==> config.mk <==
export PLATFORM = sky130hd
export DESIGN_NAME = wb_bus_ctrl
export DESIGN_NICKNAME = d
export VERILOG_FILES = /design/src/rtl/wb_bus_ctrl.sv
export SDC_FILE = /design/constraint.sdc
export NUM_CORES = 1
export LEC_CHECK = 0
export BUFFER_PORTS_ARGS = -buffer_cell sky130_fd_sc_hd__buf_2
export CAP_MARGIN = 20
export CORE_ASPECT_RATIO = 0.7
export CORE_MARGIN = 2
export CORE_UTILIZATION = 38
export DETAILED_ROUTE_END_ITERATION = 12
export PLACE_DENSITY = 0.79
export SYNTH_ARGS = -nofsm -noshare
export SYNTH_HDL_FRONTEND = slang
export SYNTH_SLANG_ARGS = --single-unit
export TNS_END_PERCENT = 50
==> constraint.sdc <==
create_clock -name clk -period 1.6 [get_ports clk]
set_input_delay 0.08 -clock clk [delete_from_list [all_inputs] [get_ports clk]]
set_output_delay 0.08 -clock clk [all_outputs]
set_load 0.02 [all_outputs]
==> src/rtl/wb_bus_ctrl.sv <==
// wb_bus_ctrl: single-master Wishbone controller routing one CPU master to bootrom/RAM/UART with a single error owner
//   clk, reset (sync, active-low)
//   i_wb_cyc/i_wb_stb/i_wb_we/i_wb_addr          master request
//   o_wb_data/o_wb_ack/o_wb_stall/o_wb_err       master response
//   o_fault_addr                                 address of the most recent errored access
//   o_slv_cyc/o_slv_stb, i_slv_ack/i_slv_stall/i_slv_data   slaves: bit0 bootrom, bit1 RAM, bit2 UART
//   WB_BUS_CTRL_TIMEOUT_EN: compiles in the ACTIVE-state timeout counter and its error path
module wb_bus_ctrl #(
  parameter int unsigned TIMEOUT = 255
) (
  input  logic        clk,
  input  logic        reset,
  input  logic        i_wb_cyc,
  input  logic        i_wb_stb,
  input  logic        i_wb_we,
  input  logic [31:0] i_wb_addr,
  output logic [31:0] o_wb_data,
  output logic        o_wb_ack,
  output logic        o_wb_stall,
  output logic        o_wb_err,
  output logic [31:0] o_fault_addr,
  output logic [2:0]  o_slv_cyc,
  output logic [2:0]  o_slv_stb,
  input  logic [2:0]  i_slv_ack,
  input  logic [2:0]  i_slv_stall,
  input  logic [95:0] i_slv_data
);
  typedef enum logic [1:0] {IDLE, ACTIVE, ERROR} state_e;
  state_e state_q, state_d;
  logic [2:0] sel, sel_q, sel_d;
  logic [31:0] fault_q, fault_d, rd;
  logic mapped, sel_stall, ack;
`ifdef WB_BUS_CTRL_TIMEOUT_EN
  logic [15:0] cnt_q, cnt_d;
  logic [31:0] addr_q, addr_d;
`else
  logic unused_timeout;
  assign unused_timeout = TIMEOUT != 0;
`endif
  assign sel = {i_wb_addr[31:16] == 16'hc000, i_wb_addr[31:15] == 17'h16001, i_wb_addr[31:15] == 17'h16000};
  // bootrom is read-only, so a write to it is routed to the error path like a hole in the map
  assign mapped = |sel && !(sel[0] && i_wb_we);
  assign sel_stall = |(i_slv_stall & sel);
  // sel_q is one-hot, so only the latched slave can ever produce ack or data
  assign ack = |(i_slv_ack & sel_q);
  assign rd = ({32{sel_q[0]}} & i_slv_data[31:0]) | ({32{sel_q[1]}} & i_slv_data[63:32]) |
              ({32{sel_q[2]}} & i_slv_data[95:64]);
  assign o_fault_addr = fault_q;
  always_comb begin
    state_d = state_q;
    sel_d = sel_q;
    fault_d = fault_q;
    o_wb_data = '0;
    o_wb_ack = 1'b0;
    o_wb_stall = 1'b0;
    o_wb_err = 1'b0;
    o_slv_cyc = '0;
    o_slv_stb = '0;
`ifdef WB_BUS_CTRL_TIMEOUT_EN
    cnt_d = cnt_q;
    addr_d = addr_q;
`endif
    case (state_q)
      IDLE: begin
        if (i_wb_cyc && i_wb_stb) begin
          if (mapped) begin
            o_slv_cyc = sel;
            o_slv_stb = sel;
            o_wb_stall = sel_stall;
            if (!sel_stall) begin
              sel_d = sel;
              state_d = ACTIVE;
`ifdef WB_BUS_CTRL_TIMEOUT_EN
              cnt_d = '0;
              addr_d = i_wb_addr;
`endif
            end
          end else begin
            fault_d = i_wb_addr;
            state_d = ERROR;
          end
        end
      end
      ACTIVE: begin
        o_wb_stall = 1'b1;
        // a master that drops cyc aborts: slave cyc and any ack are suppressed that same cycle
        o_slv_cyc = i_wb_cyc ? sel_q : 3'b000;
        o_wb_ack = i_wb_cyc && ack;
        o_wb_data = (i_wb_cyc && ack) ? rd : '0;
        if (!i_wb_cyc || ack) state_d = IDLE;
`ifdef WB_BUS_CTRL_TIMEOUT_EN
        else if ({1'b0, cnt_q} + 17'd1 == 17'(TIMEOUT)) begin
          fault_d = addr_q;
          state_d = ERROR;
        end else cnt_d = cnt_q + 16'd1;
`endif
      end
      ERROR: begin
        o_wb_err = 1'b1;
        state_d = IDLE;
      end
      default: state_d = IDLE;
    endcase
  end
  always_ff @(posedge clk) begin
    if (!reset) begin
      state_q <= IDLE;
      sel_q <= '0;
      fault_q <= '0;
`ifdef WB_BUS_CTRL_TIMEOUT_EN
      cnt_q <= '0;
      addr_q <= '0;
`endif
    end else begin
      state_q <= state_d;
      sel_q <= sel_d;
      fault_q <= fault_d;
`ifdef WB_BUS_CTRL_TIMEOUT_EN
      cnt_q <= cnt_d;
      addr_q <= addr_d;
`endif
    end
  end
endmodule

==> flow_summary.toml <==
[final_layout]
antenna_cells = 0
drive_above_1_share = 0.564
final_nets = 627
area_growth_pct = 64.1
final_cell_area_sq_mm = 0.00383
fillers = 490

[sta]
postLayoutSetupSlackWorst_ps = -227
drv_slew = 0
fmax_mhz = 547
post-route-period-util = 1.14
worst_slew_pin_slew_ps = 432
worst_clock_skew_ps = 6.01
setup_viol = 33
fin_crit_ps = 1830
maxSlewHeadroom = 0.712
hold_viol_final = 0
rsz0062_at_grt = "true"

[drt]
routedWlPerCell_microns = 16.6
wirelength_microns = 9370
drcViolationCount = 0
dr.pass1.iters = 9
vias = 3086
antenna_left = 0
first_iter_violations = 319
routed_via_density = 5.47

[floorplanning]
die_area_sq_mm = 0.00680
initial_core_util = 0.400
die_w_microns = 97.7
ios = 212
coreArea_sq_mm = 0.00584
rows = 23
die_y_microns = 69.6

[global_route]
antenna_found_initial = 0
grtUsageTotal = 0.236
overflow = 0
grt_max_degree = 36
grt_pass1_vias = 2728
grt_pass1_wl_microns = 13400

[synthesis]
yosysWarnings = 0
seq_area_frac_synth = 0.317
syn_area_sq_mm = 0.00234
synth_cell_types = 41
synth-edff-count = 0
synthCells = 279
synth_top_flop_cell = "dfxtp_1"
yosysTopAreaCellShare = 0.317
syn_area_per_cell_sq_um = 8.37
synth_common_cells = "nand2_1, dfxtp_1, mux2i_1, nor2_1, a222oi_1"
async_flop_share = 0
syn_nets = 418
synth_area_leaders = "dfxtp_1, mux2i_1, a222oi_1, nand2_1, nor2_1"
yosys.area.top_type = "dfxtp_1"
yosysMostFrequentCell = "nand2_1"
synth-seq-cells = 37

[placement]
hpwlAfterDp_microns = 6720
dpl_cell_area_sq_mm = 0.00344
dp_slack_ps = -30.8
portBuffers = 211
gp_congestion = 0.797

[clocking]
cts_buffer_depth = 2
htree_levels = 2
holdBufCountCts = 0
clock-root-buffer = "clkbuf_8"
cts.reportedPaths.clkPinSlew_ps = 80
cts_sinks = 37
insertion_delay_ps = 290
cts-buffers-inserted = 5
cts_tree = "done"

[hold_path]
hold_path_class = "primary input to flop"

[setup_path]
critical_path_arrival_ps = 1750
setup.worst_path.start_class = "flop"
endpoint_kind = "output pin"
required_ps = 1520
criticalPathCategory = "flop to output pin"
worstPathMaxFanout = 8

[status]
violations = "setup timing"
status = "finished with violations"

[pwr]
p_per_area_mw_per_mm2 = 559
ir_drop_v = 0.000408
p_leak_nw = 1.87

[job]
maxCapViolations = 0
==> path summary, 6_finish.rpt <==
check	from	end	slack (ps)	cells past startpoint
max	sel_q[0]$_SDFFE_PN0P_	o_wb_data[23]	-230	5
min	i_wb_addr[11]	o_fault_addr[11]$_SDFFE_PN0P_	30	3
max reg2reg	state_q[0]$_SDFFE_PN0P_	o_fault_addr[4]$_SDFFE_PN0P_	180	5
min reg2reg	o_fault_addr[16]$_SDFFE_PN0P_	o_fault_addr[16]$_SDFFE_PN0P_	460	2
==> worst max-delay path: stages (launching register included) <==
cell	delay (ps)
dfxtp_2	330
a222oi_1	450
nand2b_4	290
clkbuf_16	190
nor2_2	50
buf_6	140
==> logic make-up after synthesis <==
| family | share of synthesized area |
|---|---|
| compound gates | 0.183 |
| buf+inv | 0.0991 |
| flops | 0.317 |
| mux | 0.151 |
| simple gates | 0.250 |
==> layer usage <==
metal,GRT usage,share of wire
met5,0,0
met4,0.0586,0.015
met3,0.0474,0.074
met2,0.358,0.47
met1,0.342,0.44
==> cells in the final DEF (no fill, tap or decap), types with 2 or more instances in the layout <==
cell type / count
buf_4: 19
nand2_1: 72
a21oi_1: 3
and3_1: 2
nor2_1: 18
clkbuf_8: 6
a222oi_1: 33
and2_1: 2
nand4_1: 3
buf_6: 20
dfxtp_4: 2
mux2i_1: 34
nor2_2: 16
dfxtp_1: 34
buf_12: 4
clkbuf_16: 2
buf_2: 188
==> where the power goes <==
| part | switching [W] | leakage, nW | total [W] | internal, W |
|---|---|---|---|---|
| clock | 0.000340 | 0.0512 | 0.000689 | 0.000349 |
| combinational | 0.000236 | 1.52 | 0.000471 | 0.000235 |
| sequential | 0.0000226 | 0.304 | 0.000983 | 0.000960 |
==> what timing repair did <==
| item | 4_1_cts | 5_1_grt |
|---|---|---|
| endpoints found under the hold margin | 0 | 0 |
| cloned | 0 | 3 |
| pin swaps | 2 | 4 |
| buffers inserted | 3 | 1 |
| gates resized for setup | 5 | 64 |
| endpoints found under the setup margin | 37 | 38 |
==> state kept, by name (all words and copies together), names as in the netlist <==
| signal | cells |
|---|---|
| o_fault_addr | 32 |
| sel_q | 3 |
| state_q | 2 |
==> per-stage QoR <==
stage          TNS, ps  hold slack [ps]  instances  total power, W   util
6_report         -6960             30.6        564         0.00214  0.656
2_1_floorplan        0              222        279         0.00122      -
3_3_place_gp     -12.2              328        549         0.00145  0.589
3_5_place_dp      -380              335        549         0.00146  0.589
5_1_grt          -8300             24.3        564         0.00224  0.656
4_1_cts          -2810             20.8        560         0.00216  0.611
==> final cells by class <==
cell class | instances | area [sq um] | share of cell area
Inverter | 2 | 7.51 | 0.00196
Clock buffer | 6 | 82.6 | 0.0215
Tap cell | 75 | 93.8 | 0.0245
Sequential cell | 37 | 749 | 0.195
Multi-Input combinational cell | 209 | 1450 | 0.378
Clock inverter | 2 | 13.8 | 0.00359
Timing Repair Buffer | 233 | 1440 | 0.375
Power figures use the tool's default switching activity.
